==> config.mk <==
export PLATFORM = sky130hd
export DESIGN_NAME = shared_stage_arbiter
export DESIGN_NICKNAME = d
export VERILOG_FILES = /design/src/rtl/shared_stage_arbiter.sv
export SDC_FILE = /design/constraint.sdc
export NUM_CORES = 1
export LEC_CHECK = 0
export ABC_AREA = 1
export CAP_MARGIN = 15
export CORE_MARGIN = 2
export CORE_UTILIZATION = 35
export DETAILED_ROUTE_END_ITERATION = 10
export PLACE_DENSITY_LB_ADDON = 0.2
export SLEW_MARGIN = 20
export SYNTH_ARGS = -nofsm -noshare
export SYNTH_HDL_FRONTEND = slang
export SYNTH_SLANG_ARGS = --single-unit
==> constraint.sdc <==
create_clock -name clk -period 4.75 [get_ports clk]
set_input_delay 1.425 -clock clk [delete_from_list [all_inputs] [get_ports clk]]
set_output_delay 1.425 -clock clk [all_outputs]
set_load 0.02 [all_outputs]
==> src/rtl/shared_stage_arbiter.sv <==
`default_nettype none
// ============================================================================
// Module      : shared_stage_arbiter
// Description : Round-robin burst arbiter for a shared pipeline stage.
//               Optional starvation escalation when ARB_STARVE_PRIO_EN is defined.
// Revision    : 1.0 - initial release
// ============================================================================
module shared_stage_arbiter #(
  parameter int NUM_REQ      = 4,
  parameter int MAX_BURST    = 4,
  parameter int STARVE_LIMIT = 8
) (
  input  logic                       clk,
  input  logic                       reset_n,
  input  logic [NUM_REQ-1:0]         req,
  input  logic [NUM_REQ-1:0]         last,
  input  logic                       stall,
  output logic [NUM_REQ-1:0]         grant,
  output logic [$clog2(NUM_REQ)-1:0] grant_id,
  output logic                       busy
);

  localparam int                 c_ID_W    = $clog2(NUM_REQ);
  localparam int                 c_CNT_W   = $clog2(MAX_BURST + 1);
  localparam logic [c_ID_W:0]    c_NREQ    = (c_ID_W + 1)'(NUM_REQ);
  localparam logic [c_ID_W-1:0]  c_LAST_ID = c_ID_W'(NUM_REQ - 1);
  localparam logic [c_CNT_W-1:0] c_MAX     = c_CNT_W'(MAX_BURST);
  localparam logic [NUM_REQ-1:0] c_ONE     = NUM_REQ'(1);

  typedef enum logic [0:0] {
    S_IDLE   = 1'b0,
    S_LOCKED = 1'b1
  } state_t;

  state_t               r_state;
  logic [NUM_REQ-1:0]   r_grant;
  logic [c_ID_W-1:0]    r_grant_id;
  logic [c_ID_W-1:0]    r_rr_ptr;
  logic [c_CNT_W-1:0]   r_beat_cnt;
  logic                 r_arb_ok;

  logic [NUM_REQ-1:0]   w_req_rot;
  logic                 w_rr_hit;
  logic [c_ID_W-1:0]    w_rr_off;
  logic [c_ID_W:0]      w_sum;
  logic [c_ID_W-1:0]    w_rr_idx;
  logic                 w_pick_hit;
  logic [c_ID_W-1:0]    w_pick_idx;
  logic                 w_beat;
  logic [c_CNT_W-1:0]   w_cnt_inc;
  logic                 w_release;
  logic [c_ID_W-1:0]    w_rr_next;

  // Rotate requests so bit 0 is rr_ptr, find the first hit, then un-rotate.
  assign w_req_rot = NUM_REQ'({req, req} >> r_rr_ptr);

  always_comb begin
    w_rr_hit = 1'b0;
    w_rr_off = '0;
    for (int k = NUM_REQ - 1; k >= 0; k--) begin
      if (w_req_rot[k]) begin
        w_rr_hit = 1'b1;
        w_rr_off = c_ID_W'(k);
      end
    end
  end

  assign w_sum    = {1'b0, r_rr_ptr} + {1'b0, w_rr_off};
  assign w_rr_idx = (w_sum >= c_NREQ) ? c_ID_W'(w_sum - c_NREQ) : w_sum[c_ID_W-1:0];

`ifdef ARB_STARVE_PRIO_EN
  localparam int                  c_WAIT_W = $clog2(STARVE_LIMIT + 1);
  localparam logic [c_WAIT_W-1:0] c_LIMIT  = c_WAIT_W'(STARVE_LIMIT);

  logic [NUM_REQ-1:0] w_sat;
  logic               w_sat_hit;
  logic [c_ID_W-1:0]  w_sat_idx;

  genvar gi;
  for (gi = 0; gi < NUM_REQ; gi++) begin : g_wait
    logic [c_WAIT_W-1:0] r_wait;
    always_ff @(posedge clk or negedge reset_n) begin
      if (!reset_n) begin
        r_wait <= '0;
      end else if (!stall) begin
        if (!req[gi] || r_grant[gi]) begin
          r_wait <= '0;
        end else if (r_wait != c_LIMIT) begin
          r_wait <= r_wait + 1'b1;
        end
      end
    end
    assign w_sat[gi] = (r_wait == c_LIMIT);
  end

  always_comb begin
    w_sat_hit = |w_sat;
    w_sat_idx = '0;
    for (int k = NUM_REQ - 1; k >= 0; k--) begin
      if (w_sat[k]) w_sat_idx = c_ID_W'(k);
    end
  end

  assign w_pick_hit = w_sat_hit | w_rr_hit;
  assign w_pick_idx = w_sat_hit ? w_sat_idx : w_rr_idx;
`else
  assign w_pick_hit = w_rr_hit;
  assign w_pick_idx = w_rr_idx;
`endif

  assign w_beat    = req[r_grant_id];
  assign w_cnt_inc = (r_beat_cnt == c_MAX) ? r_beat_cnt : r_beat_cnt + 1'b1;
  assign w_release = !w_beat || last[r_grant_id] || (w_cnt_inc == c_MAX);
  assign w_rr_next = (r_grant_id == c_LAST_ID) ? '0 : r_grant_id + 1'b1;

  // r_arb_ok delays the first arbitration by one edge after reset release.
  always_ff @(posedge clk or negedge reset_n) begin
    if (!reset_n) begin
      r_state    <= S_IDLE;
      r_grant    <= '0;
      r_grant_id <= '0;
      r_rr_ptr   <= '0;
      r_beat_cnt <= '0;
      r_arb_ok   <= 1'b0;
    end else begin
      r_arb_ok <= 1'b1;
      if (!stall) begin
        case (r_state)
          S_IDLE: begin
            if (r_arb_ok && w_pick_hit) begin
              r_state    <= S_LOCKED;
              r_grant    <= c_ONE << w_pick_idx;
              r_grant_id <= w_pick_idx;
              r_beat_cnt <= '0;
            end
          end
          S_LOCKED: begin
            if (w_release) begin
              r_state    <= S_IDLE;
              r_grant    <= '0;
              r_grant_id <= '0;
              r_beat_cnt <= '0;
              r_rr_ptr   <= w_rr_next;
            end else begin
              r_beat_cnt <= w_cnt_inc;
            end
          end
          default: begin
            r_state <= S_IDLE;
            r_grant <= '0;
          end
        endcase
      end
    end
  end

  assign grant    = r_grant;
  assign grant_id = r_grant_id;
  assign busy     = (r_state == S_LOCKED);

endmodule
`default_nettype wire

After elaboration in Yosys (flattened, before gate mapping)
Index checks and enable logic that the tools add are counted.
{"block": "word_totals", "ff_bits": 13, "input_bits": 11, "elab_cells": 55}
{"block": "op_classes", "n_addsub": 4, "magnitude_cmp": 2, "eq_ne": 5, "shift": 2, "muxes": 27, "bitwise_logic": 2, "reduce_logical": 7}
{"cell": "2-to-1 mux 2 bit", "count": 8}
{"cell": "2-to-1 mux 3 bit", "count": 3}
{"cell": "2-to-1 mux 1 bit", "count": 8}
{"cell": "2-to-1 mux 4 bit", "count": 2}
{"cell": "one-hot mux 4 bit (2 select lines)", "count": 1}
{"cell": "right shift 8 x 2 -> 4 bit", "count": 1}
{"cell": "== test 3 bit, second input constant", "count": 2}
{"cell": "one-hot mux 3 bit (2 select lines)", "count": 1}
{"cell": "AND reduction 3 bit", "count": 2}
{"cell": "binary-select mux 1 bit (select 2 bit)", "count": 2}
{"cell": "one-hot mux 2 bit (2 select lines)", "count": 1}
{"cell": "left shift 1 x 2 -> 4 bit, first input constant", "count": 1}
{"cell": "adder 2 x 2 -> 3 bit", "count": 1}
{"cell": "adder 3 x 1 -> 3 bit, second input constant", "count": 1}
{"cell": ">= comparator 3 bit, second input constant", "count": 1}
{"cell": "< comparator 2 x 3 -> 1 bit, second input constant", "count": 1}
{"cell": "adder 2 x 1 -> 2 bit, second input constant", "count": 1}
{"cell": "== test 2 bit, second input constant", "count": 1}
{"cell": "logical OR 1 bit", "count": 2}
{"cell": "inequality test 2 x 1 -> 1 bit, second input constant", "count": 1}
{"cell": "inequality test 2 bit, second input constant", "count": 1}
{"cell": "NOT 1 bit", "count": 2}
{"cell": "one-hot mux 1 bit (2 select lines)", "count": 1}
{"cell": "AND reduction 2 bit", "count": 1}
{"cell": "other kinds (3)", "count": 3}

Logic depth before layout (Yosys ltp)
Gate-level depths: netlist of run 1.
{"block": "depth", "depth_word": 11, "depth_mapped": 13}

Worst setup path after synthesis of run 1
No wires, ideal clock.
{"block": "synth_timing", "path_kind": "input to register", "startpoint": "input port req[1]", "endpoint": "register r_grant[2] (netlist: grant[2])", "setup_time_ps": 117, "arrival_time_ps": 2522, "required_ps": 4633, "setup_slack_ps": 2111, "stages": 11, "path_cell_list": "nand2_1 -> nand3_1 -> nand2_1 -> nand3_1 -> a21boi_0 -> ha_1 -> xor2_1 -> nand3b_1 -> nand2_1 -> nand3_1 -> nand2_1"}
{"block": "synth_between", "elab_chain_cells": 11, "word_cells_on_any_way": 25, "classes_between": "2 x add/sub; 1 x order compare; 2 x eq/ne; 2 x shift; 13 x mux; 5 x reduce/logical"}
{"element": "start, declared", "line": "15", "rtl": "input logic [NUM_REQ-1:0] req,"}
{"element": "right shift 8 x 2 -> 4 bit", "line": "55", "rtl": "assign w_req_rot = NUM_REQ'({req, req} >> r_rr_ptr);"}
{"element": "2-to-1 mux 2 bit (4 in series)", "line": "61", "rtl": "if (w_req_rot[k]) begin"}
{"element": "adder 2 x 2 -> 3 bit", "line": "68", "rtl": "assign w_sum = {1'b0, r_rr_ptr} + {1'b0, w_rr_off};"}
{"element": ">= comparator 3 bit or subtractor 2 x 1 -> 2 bit (tied branches)", "line": "69", "rtl": "assign w_rr_idx = (w_sum >= c_NREQ) ? c_ID_W'(w_sum - c_NREQ) : w_sum[c_ID_W-1:0];"}
{"element": "2-to-1 mux 2 bit", "line": "69"}
{"element": "left shift 1 x 2 -> 4 bit", "line": "132", "rtl": "r_grant <= c_ONE << w_pick_idx;"}
{"element": "2-to-1 mux 4 bit", "line": "130", "rtl": "if (r_arb_ok && w_pick_hit) begin"}
{"element": "one-hot mux 4 bit (2 select lines)", "line": "128", "rtl": "case (r_state)"}
{"element": "end signal, assigned", "line": "132"}
{"element": "end, declared", "line": "36", "rtl": "logic [NUM_REQ-1:0] r_grant;"}
Several ways; a longest one is shown, not always the timed one. The select of a mux whose other input is x is not followed.
A chain may end at the register's enable or synchronous reset.

Worst setup path in the final report of run 1
{"block": "layout_timing", "startpoint": "input port req[1]", "endpoint": "register r_grant[1] (netlist: grant[1])"}
The elaborated chain is that of the path after synthesis.

==> summary.txt, run 1 <==
Timing
  • TNS Setup: 0 ps
  • Pins Over Slew Limit: 0
  • Max Fclk: 332 MHz
  • Count of final hold-check violations: 0
  • Final setup viols: 0
  • Final min period: 3010 ps
  • RSZ-0062 raised after global routing: false
  • Post-route clock period utilization: 0.634
  • Final worst clock skew: 2.78 ps
  • WHS: 478 ps
  • Rel. slew slack: 0.617
  • Tightest Pin Transition: 573 ps

CTS
  • Clock transition at path regs: 80 ps
  • Clock Sink Count: 13
  • Root buf cell: clkbuf_4
  • CTS tree: yes
  • Post-CTS Setup Bufs: 0
  • Clock buffer depth: 2
  • H-Tree Depth: 1
  • Post_cts resized: 0
  • Hold Buf Count CTS: 0
  • CTS buffer count: 3
  • Clk_lat worst skew: 280 ps

Critical path
  • Worst setup path category: in2reg
  • Worst Reg-to-Reg Cells: 12
  • Reg2Reg Setup Slack: 2800 ps
  • Critical path endpoint category: flip-flop
  • CP max FO: 4
  • FF-to-FF End: grant[3]
  • Worst R2R Start: r_rr_ptr[0]
  • Startpoint Class: primary input
  • Data arrival, critical path: 3190 ps
  • CP Data Required Time: 4930 ps

GRT
  • First-pass GRT wire length: 2.88 mm
  • Initial antenna violation count: 0
  • Total gr overflow: 0
  • Total GRT Usage: 0.138
  • Vias in the first global route: 709
  • Largest net degree at the start of global routing: 14

Detailed routing
  • Final wirelength: 1.86 mm
  • DR vias: 823
  • Number of vias per cell: 4.76
  • WL/cell: 10.7 um
  • TritonRoute pass-1 iters: 4
  • Residual DRC: 0
  • Initial DRC count: 15
  • Final ANT Viol Nets: 0

Logic synthesis
  • Synthesis-stage register bit count: 13
  • Number of distinct library cells after synthesis: 19
  • Top_reg_cell synth: dfrtp_1
  • Cell area after synthesis: 867 um2
  • Top cells by count, synth: nand2_1 (40), nand3_1 (15), inv_1 (14), dfrtp_1 (13), nor2_1 (7)
  • Synth Area in Adders: 0.0577
  • Cell taking the most area after synthesis: dfrtp_1
  • Simple-gate share of the synthesized area: 0.390
  • Count leader, synth: nand2_1
  • Seq/Total Area, Yosys: 0.375
  • Avg Inst Size Synth: 7.11 um2
  • Post-Synth XOR/XNOR Area: 0.0202
  • Mapped Nets: 137
  • Top cell type's share of synthesized area: 0.375
  • Post-Syn Instances: 122
  • Post-synth EDFFs: 0
  • Synth area leaders: dfrtp_1 (38%), nand2_1 (17%), nand3_1 (8.7%), inv_1 (6.1%), ha_1 (5.8%)
  • Async SR Flop Fraction: 1.00
  • Syn. warnings: 0
  • Post-synthesis compound-gate area fraction: 0.0750
  • Main combinational cell family by area after synthesis: simple AND/OR/NAND/NOR gates
  • Mux cell area share after synthesis: 0

Power
  • Pwr/cell area: 586 nW/um2
  • Sw Ratio: 0.486
  • Leak Pwr: 0.587 nW
  • Clock share of power: 0.108
  • Switching pwr: 314 uW
  • Part of the power in registers: 0.296
  • Worst vdd ir: 0.240 mV
  • Internal power: 332 uW
  • Logic pwr share: 0.597

Outcome
  • Status: finished clean

Placed design
  • HPWL after detailed placement: 1.46 mm
  • Area of placed instances: 1070 um2
  • IO Port Bufs: 17
  • RePlAce Congestion: 0.746

Cells and area
  • Share of cells above drive strength 1: 0.0979
  • Layout area overhead: 27.0%
  • Fill count: 249
  • N_diodes: 0
  • Fin area: 1100 um2
  • NumNets Final: 159
  • Core Util, Final: 0.457

Floorplan
  • Io pins: 18
  • Initial Utilization: 0.360
  • Die width: 53.8 um
  • Full die area: 2890 um2
  • Die height: 53.8 um
  • Core area: 2410 um2
  • # rows: 18

Flow run
  • Max_cap viols: 0

Worst hold path
  • Hold Path Depth: 2
  • Worst Hold Path EP: grant[0]
  • HP Class: reg2reg
  • Hold Startpoint: grant[0]
==> state kept, by name, indices dropped and copies added, names as in the netlist <==
name        cells
grant_id        2
r_arb_ok        1
r_beat_cnt      3
r_rr_ptr        2
busy            1
grant           4
==> power by group through the flow <==
stage	clock network, mW	registers (mW)	logic (mW)
after CTS	0.0710	0.192	0.389
after detailed placement	0	0.193	0.386
after floorplan	0	0.209	0.258
after global placement	0	0.192	0.379
final	0.0694	0.191	0.385
after global routing	0.0745	0.198	0.435
==> metal layers <==
metal | part of all wire | GRT usage | up-vias
li1 | - | - | 425
met1 | 0.46 | 0.172 | 369
met2 | 0.46 | 0.232 | 24
met3 | 0.067 | 0.0278 | 5
met4 | 0.013 | 0.0513 | 0
met5 | 0 | 0 | -
==> stage by stage <==
stage	worst slack (ps)	power, mW	instances
after global routing	1460	0.707	173
after global placement	1510	0.571	169
after CTS	1730	0.652	173
after detailed placement	1470	0.580	169
after floorplan	2110	0.467	122
final	1740	0.645	173
==> cells in the final DEF (no fill, tap or decap), types with 2 or more instances in the layout <==
cell	netlist	final
xor2_1	2	2
clkdlybuf4s50_1	0	17
inv_2	4	4
dfrtp_1	13	13
clkbuf_4	0	3
nand2_1	40	40
inv_1	14	14
nand3_1	15	15
nand2_4	4	4
o21ai_0	5	5
ha_1	4	4
o21ai_1	4	4
nor2_1	7	7
nand3b_1	3	3
==> kinds of logic after synthesis <==
family,Yosys count
AOI/OAI and AO/OA,12
xor gates and xnor gates,2
adders and majority gates,4
buffers and inverters,18
DFF,13
other,1
and+or+nand+nor,72
==> worst max-delay path by stage <==
| stage | startpoint | endpoint | cells past startpoint |
|---|---|---|---|
| 2_1_floorplan | req[1] | grant[2] | 11 |
| 4_1_cts | req[1] | grant[3] | 12 |
| 5_1_grt | req[0] | grant[0] | 13 |
| 3_3_place_gp | req[1] | grant[1] | 13 |
| 3_5_place_dp | req[0] | grant[3] | 12 |
| 6_report | req[1] | grant[1] | 13 |
==> area by class of cell <==
cell class | instances | area [um2] | share of cell area
sequential | 13 | 325 | 0.295
tap | 30 | 37.5 | 0.0341
clock buffer | 4 | 26.3 | 0.0239
timing repair buffer | 17 | 170 | 0.155
multi-input combinational | 91 | 474 | 0.431
inverter | 18 | 67.6 | 0.0614
==> worst max-delay path: stages <==
cell and delay (ps):
clkdlybuf4s50_1 500, nand2_1 90, nand3_1 100, nand2_1 80
nand3_1 70, a21boi_0 80, ha_1 190, xor2_1 150
nand3b_1 160, nand2_1 140, inv_1 70, nand2_1 70
nand2_1 50
Note: power is estimated with default switching activity, not from simulation.
==> run 2, diff against run 1 <==
==> constraint.sdc (replaced) <==
create_clock -name clk -period 2.68 [get_ports clk]
set_input_delay 0.804 -clock clk [delete_from_list [all_inputs] [get_ports clk]]
set_output_delay 0.804 -clock clk [all_outputs]
set_load 0.02 [all_outputs]
==> run 2 against run 1 <==
Clock skew is 3.0 ps higher. Hold slack better by 4.8 ps. Die area did not move. Clock power increased by 73%. Critical endpoint is now grant[3].
==> summary.txt, run 2 (synthesis results as in run 1) <==
Timing
  • Final worst clock skew: 5.75 ps (was 2.78 ps)
  • Pins Over Slew Limit: 0 (unchanged)
  • Tightest Pin Transition: 574 ps (was 573 ps)
  • Post-route clock period utilization: 0.902
  • Count of final hold-check violations: 0 (unchanged)
  • Final min period: 2420 ps
  • Rel. slew slack: 0.616 (was 0.617)
  • Max Fclk: 414 MHz
  • Final setup viols: 0 (unchanged)
  • TNS Setup: 0 ps (unchanged)
  • RSZ-0062 raised after global routing: false (unchanged)
  • Fin worst setup slack: 264 ps (was 1740 ps)

Detailed routing
  • TritonRoute pass-1 iters: 4 (unchanged)
  • Number of vias per cell: 4.73 (was 4.76)
  • WL/cell: 10.8 um (was 10.7 um)
  • Residual DRC: 0 (unchanged)
  • DR vias: 818 (was 823)
  • Initial DRC count: 12 (was 15)
  • Final ANT Viol Nets: 0 (unchanged)
  • Final wirelength: 1.87 mm (was 1.86 mm)

Cells and area
  • Share of cells above drive strength 1: 0.0979 (unchanged)
  • Most frequent cells in the layout: nand2_1 (40), clkdlybuf4s50_1 (17), nand3_1 (15) (unchanged)
  • Layout area overhead: 27.0% (unchanged)
  • Max reg flops: 4 (unchanged)
  • NumNets Final: 159 (unchanged)
  • Leading cell type in the layout, fill and taps excluded: nand2_1 (unchanged)
  • N_diodes: 0 (unchanged)

Outcome
  • Status: finished clean (unchanged)

Power
  • Switching pwr: 551 uW (was 314 uW)
  • Worst vdd ir: 0.391 mV (was 0.240 mV)
  • Clock share of power: 0.105 (was 0.108)
  • Leak Pwr: 0.587 nW (unchanged)
  • Part of the power in registers: 0.298 (was 0.296)
  • Logic pwr share: 0.597 (about the same)
  • Internal power: 586 uW (was 332 uW)
  • Sw Ratio: 0.485 (was 0.486)
  • Pwr/cell area: 1030 nW/um2 (was 586 nW/um2)

CTS
  • Hold Buf Count CTS: 0 (unchanged)
  • Root buf cell: clkbuf_4 (unchanged)
  • Clock Sink Count: 13 (unchanged)
  • Clock transition at path regs: 70 ps (was 80 ps)
  • Post-CTS Setup Bufs: 0 (unchanged)
  • Clk_lat worst skew: 270 ps (was 280 ps)
  • CTS buffer count: 3 (unchanged)
  • Post_cts resized: 0 (unchanged)
  • Clock buffer depth: 2 (unchanged)
  • CTS tree: yes (unchanged)
  • H-Tree Depth: 1 (unchanged)

GRT
  • Total gr overflow: 0 (unchanged)
  • Largest net degree at the start of global routing: 14 (unchanged)
  • Initial antenna violation count: 0 (unchanged)
  • Vias in the first global route: 752 (was 709)
  • First-pass GRT wire length: 2.95 mm (was 2.88 mm)
  • Total GRT Usage: 0.144 (was 0.138)

Critical path
  • Data arrival, critical path: 2580 ps (was 3190 ps)
  • CP delay by family, top: simple AND/OR/NAND/NOR gates (unchanged)
  • Worst R2R Start: r_rr_ptr[0] (unchanged)
  • Max stage delay on crit path: 450 ps (was 500 ps)
  • Worst-path cell chain: clkdlybuf4s50_1 -> nand2_1 -> nand3_1 -> nand2_1 -> nand3_1 -> a21boi_0 -> ha_1 -> xor2_1 -> nand3b_1 -> nand2_1 -> nand2_1 -> nand2_1 (was clkdlybuf4s50_1 -> nand2_1 -> nand3_1 -> nand2_1 -> nand3_1 -> a21boi_0 -> ha_1 -> xor2_1 -> nand3b_1 -> nand2_1 -> inv_1 -> nand2_1 -> nand2_1)
  • FF-to-FF End: grant[3] (unchanged)
  • CP Data Required Time: 2840 ps (was 4930 ps)
  • Reg2Reg Setup Slack: 700 ps (was 2800 ps)
  • Startpoint Class: primary input (unchanged)
  • Critical path endpoint category: flip-flop (unchanged)
  • Worst Reg-to-Reg Cells: 12 (unchanged)
  • Worst setup path category: in2reg (unchanged)
  • CP max FO: 4 (unchanged)
  • Most frequent CP cell: nand2_1 (unchanged)
  • Critical-path top delay cell: clkdlybuf4s50_1 (unchanged)
  • Buffers and inverters on the worst path: 1 (was 2)

Placed design
  • IO Port Bufs: 17 (unchanged)
  • HPWL after detailed placement: 1.45 mm (was 1.46 mm)
  • DP Worst Slack: -3.74 ps (was 1470 ps)
  • RePlAce Congestion: 0.746 (about the same)

Floorplan
  • Die height: 53.8 um (unchanged)
  • Io pins: 18 (unchanged)
  • Core area: 2410 um2 (unchanged)
  • Initial Utilization: 0.360 (unchanged)
  • # rows: 18 (unchanged)
  • Full die area: 2890 um2 (unchanged)
  • Die width: 53.8 um (unchanged)

Worst hold path
  • Hold Startpoint: grant[1] (was grant[0])
  • Worst Hold Path EP: grant[1] (was grant[0])
  • HP Class: reg2reg (unchanged)
  • Hold Path Depth: 2 (unchanged)

Flow run
  • Max_cap viols: 0 (unchanged)
-- run 2: per-layer routing --
layer,GRT usage,part of all wire
met1,0.171,0.47
met2,0.248,0.47
met3,0.0278,0.048
met4,0.0641,0.012
met5,0,0
-- run 2: power by group through the flow --
stage,clock (mW),sequential [mW],combinational (mW)
detailed placement,0,0.341,0.682
CTS,0.125,0.339,0.687
finish,0.120,0.339,0.678
global placement,0,0.341,0.671
global route,0.135,0.348,0.772
floorplan,0,0.371,0.457
-- run 2: worst max-delay path by stage --
stage            from        to  slack, ps  depth (start not counted)
2_1_floorplan  req[1]  grant[2]        660                         11
3_3_place_gp   req[1]  grant[1]         60                         13
3_5_place_dp   req[1]  grant[3]         -4                         12
4_1_cts        req[1]  grant[3]        260                         12
5_1_grt        req[1]  grant[1]         50                         13
6_report       req[1]  grant[3]        260                         12
-- run 2: through the flow --
stage | area (um2) | hold slack, ps | std cells | total power [mW] | utilization
finish | 1100 | 482 | 173 | 1.14 | 0.457
global route | 1100 | 505 | 173 | 1.26 | 0.457
CTS | 1100 | 484 | 173 | 1.15 | 0.457
detailed placement | 1070 | 461 | 169 | 1.02 | 0.446
global placement | 1070 | 459 | 169 | 1.01 | 0.446
floorplan | 867 | 508 | 122 | 0.828 | -
-- run 2: cell type report --
type / instances / area [um2]
Multi-Input combinational cell: 91 / 474
Fill cell: 250 / 1310
Tap cell: 30 / 37.5
Clock buffer: 4 / 26.3
Timing Repair Buffer: 17 / 170
Sequential cell: 13 / 325
Inverter: 18 / 67.6
-- run 2: worst reg2reg max path, cell delays in order, from the launching register on --
cell and delay, ps:
dfrtp_1 490, inv_2 90, nand2_1 90, nand3_1 70, nand2_1 110, nand3_1 70, a21boi_0 180, ha_1 190
xor2_1 190, nand3b_1 130, nand2_1 110, nand2_1 110, nand2_1 60
==> run 3, diff against run 2 <==
==> constraint.sdc (replaced) <==
create_clock -name clk -period 2.6 [get_ports clk]
set_input_delay 0.78 -clock clk [delete_from_list [all_inputs] [get_ports clk]]
set_output_delay 0.78 -clock clk [all_outputs]
set_load 0.02 [all_outputs]
==> run 3 against run 2 <==
Hold slack got worse by 2.9 ps. Critical path type unchanged. First-iteration DRC count decreased by 67%. Critical endpoint is now grant[1]. Sequential share of layout area fell by 0.20 points.
==> summary.txt, run 3 (synthesis results as in run 1) <==
Outcome
  • Status: finished clean (unchanged)

Timing
  • WHS: 480 ps (was 482 ps)
  • Post-route clock period utilization: 0.914
  • Pins Over Slew Limit: 0 (unchanged)
  • Max Fclk: 421 MHz
  • Final worst clock skew: 1.33 ps (was 5.75 ps)
  • Fin worst setup slack: 223 ps (was 264 ps)
  • Final setup viols: 0 (unchanged)
  • Rel. slew slack: 0.606 (was 0.616)
  • Final min period: 2380 ps
  • Tightest Pin Transition: 589 ps (was 574 ps)
  • Count of final hold-check violations: 0 (unchanged)
  • RSZ-0062 raised after global routing: false (unchanged)

CTS
  • CTS buffer count: 3 (unchanged)
  • Post_cts resized: 0 (unchanged)
  • Clock transition at path regs: 80 ps (was 70 ps)
  • Clk_lat worst skew: 270 ps (about the same)
  • H-Tree Depth: 1 (unchanged)
  • Post-CTS Setup Bufs: 0 (unchanged)
  • Clock buffer depth: 2 (unchanged)
  • Root buf cell: clkbuf_4 (unchanged)
  • CTS tree: yes (unchanged)
  • Hold Buf Count CTS: 0 (unchanged)
  • Clock Sink Count: 13 (unchanged)

GRT
  • Total gr overflow: 0 (unchanged)
  • Total GRT Usage: 0.145 (was 0.144)
  • Largest net degree at the start of global routing: 14 (unchanged)
  • Vias in the first global route: 784 (was 752)
  • First-pass GRT wire length: 3.11 mm (was 2.95 mm)
  • Initial antenna violation count: 0 (unchanged)

Critical path
  • Worst setup path category: in2reg (unchanged)
  • Startpoint Class: primary input (unchanged)
  • Data arrival, critical path: 2590 ps (was 2580 ps)
  • Launch point of the worst path: req[0] (was req[1])
  • CP Data Required Time: 2810 ps (was 2840 ps)
  • CP max FO: 4 (unchanged)
  • Critical path endpoint category: flip-flop (unchanged)
  • Worst R2R Start: r_rr_ptr[0] (unchanged)

Placed design
  • DP Worst Slack: -22.6 ps (was -3.74 ps)
  • Area of placed instances: 1080 um2 (was 1070 um2)
  • RePlAce Congestion: 0.755 (was 0.746)
  • IO Port Bufs: 17 (unchanged)
  • HPWL after detailed placement: 1.45 mm (about the same)

Detailed routing
  • DR vias: 817 (was 818)
  • Residual DRC: 0 (unchanged)
  • TritonRoute pass-1 iters: 4 (unchanged)
  • Number of vias per cell: 4.70 (was 4.73)
  • WL/cell: 10.7 um (was 10.8 um)
  • Final ANT Viol Nets: 0 (unchanged)
  • Initial DRC count: 4 (was 12)
  • Final wirelength: 1.86 mm (was 1.87 mm)

Floorplan
  • Die width: 53.8 um (unchanged)
  • Die height: 53.8 um (unchanged)
  • Full die area: 2890 um2 (unchanged)
  • # rows: 18 (unchanged)
  • Initial Utilization: 0.360 (unchanged)
  • Core area: 2410 um2 (unchanged)
  • Io pins: 18 (unchanged)

Cells and area
  • N_diodes: 0 (unchanged)
  • NumNets Final: 160 (was 159)
  • Most frequent cells in the layout: nand2_1 (40), clkdlybuf4s50_1 (17), nand3_1 (15) (unchanged)
  • Fin area: 1110 um2 (was 1100 um2)
  • Max reg flops: 4 (unchanged)
  • Core Util, Final: 0.460 (was 0.457)
  • Leading cell type in the layout, fill and taps excluded: nand2_1 (unchanged)
  • Layout area overhead: 27.8% (was 27.0%)
  • Share of cells above drive strength 1: 0.104 (was 0.0979)

Power
  • Pwr/cell area: 1070 nW/um2 (was 1030 nW/um2)
  • Tot Pwr: 1.19 mW (was 1.14 mW)
  • Leak Pwr: 0.592 nW (was 0.587 nW)
  • Worst vdd ir: 0.427 mV (was 0.391 mV)

Flow run
  • Max_cap viols: 0 (unchanged)

Worst hold path
  • Hold Startpoint: grant[1] (unchanged)
  • HP Class: reg2reg (unchanged)
run 3: cell count changes in the layout (fill, tap and decap cells not counted), sizes merged:
| cell | before | now |
|---|---|---|
| buf | 0 | 1 |
run 3: layout make-up:
type / count / area (um2)
fill: 258 / 1300
timing repair buffer: 18 / 178
multi-input combinational: 91 / 474
inverter: 18 / 67.6
tap: 30 / 37.5
sequential: 13 / 325
clock buffer: 4 / 26.3
run 3: report_power, final:
| part | switching [mW] | total [mW] | internal [mW] |
|---|---|---|---|
| Sequential | 0.0803 | 0.350 | 0.270 |
| Clock | 0.0655 | 0.125 | 0.0593 |
| Combinational | 0.427 | 0.716 | 0.289 |
run 3: final timing paths:
check | endpoint | slack [ps] | cells after the start
worst max-delay path | grant[1] | 220 | 13
worst min-delay path | grant[1] | 480 | 2
worst max register to register | grant[1] | 660 | 13
worst min register to register | grant[1] | 480 | 2
max in group asynchronous | grant_id[0] | 1340 | 1
min in group asynchronous | busy | 880 | 1
run 3: critical path, stage by stage:
cell,delay (ps)
clkdlybuf4s50_1,470
nand2_1,110
nand3_1,70
nand2_1,100
nand3_1,60
a21boi_0,180
ha_1,190
xor2_1,180
nand3b_1,130
nand2_1,100
inv_1,90
nand2_1,60
nand2_1,60
run 3: per-layer routing:
| layer | part of all wire | up-vias | global-route usage |
|---|---|---|---|
| met5 | 0 | - | 0 |
| met4 | 0 | 0 | 0.0256 |
| met3 | 0.048 | 0 | 0.0333 |
| met2 | 0.46 | 15 | 0.256 |
| met1 | 0.49 | 375 | 0.181 |
| li1 | - | 427 | - |
run 3: through the flow:
step | setup TNS [ps] | instances
after floorplan | 0 | 122
after global placement | 0 | 170
after detailed placement | -69.8 | 170
after CTS | 0 | 174
after global routing | 0 | 174
final | 0 | 174
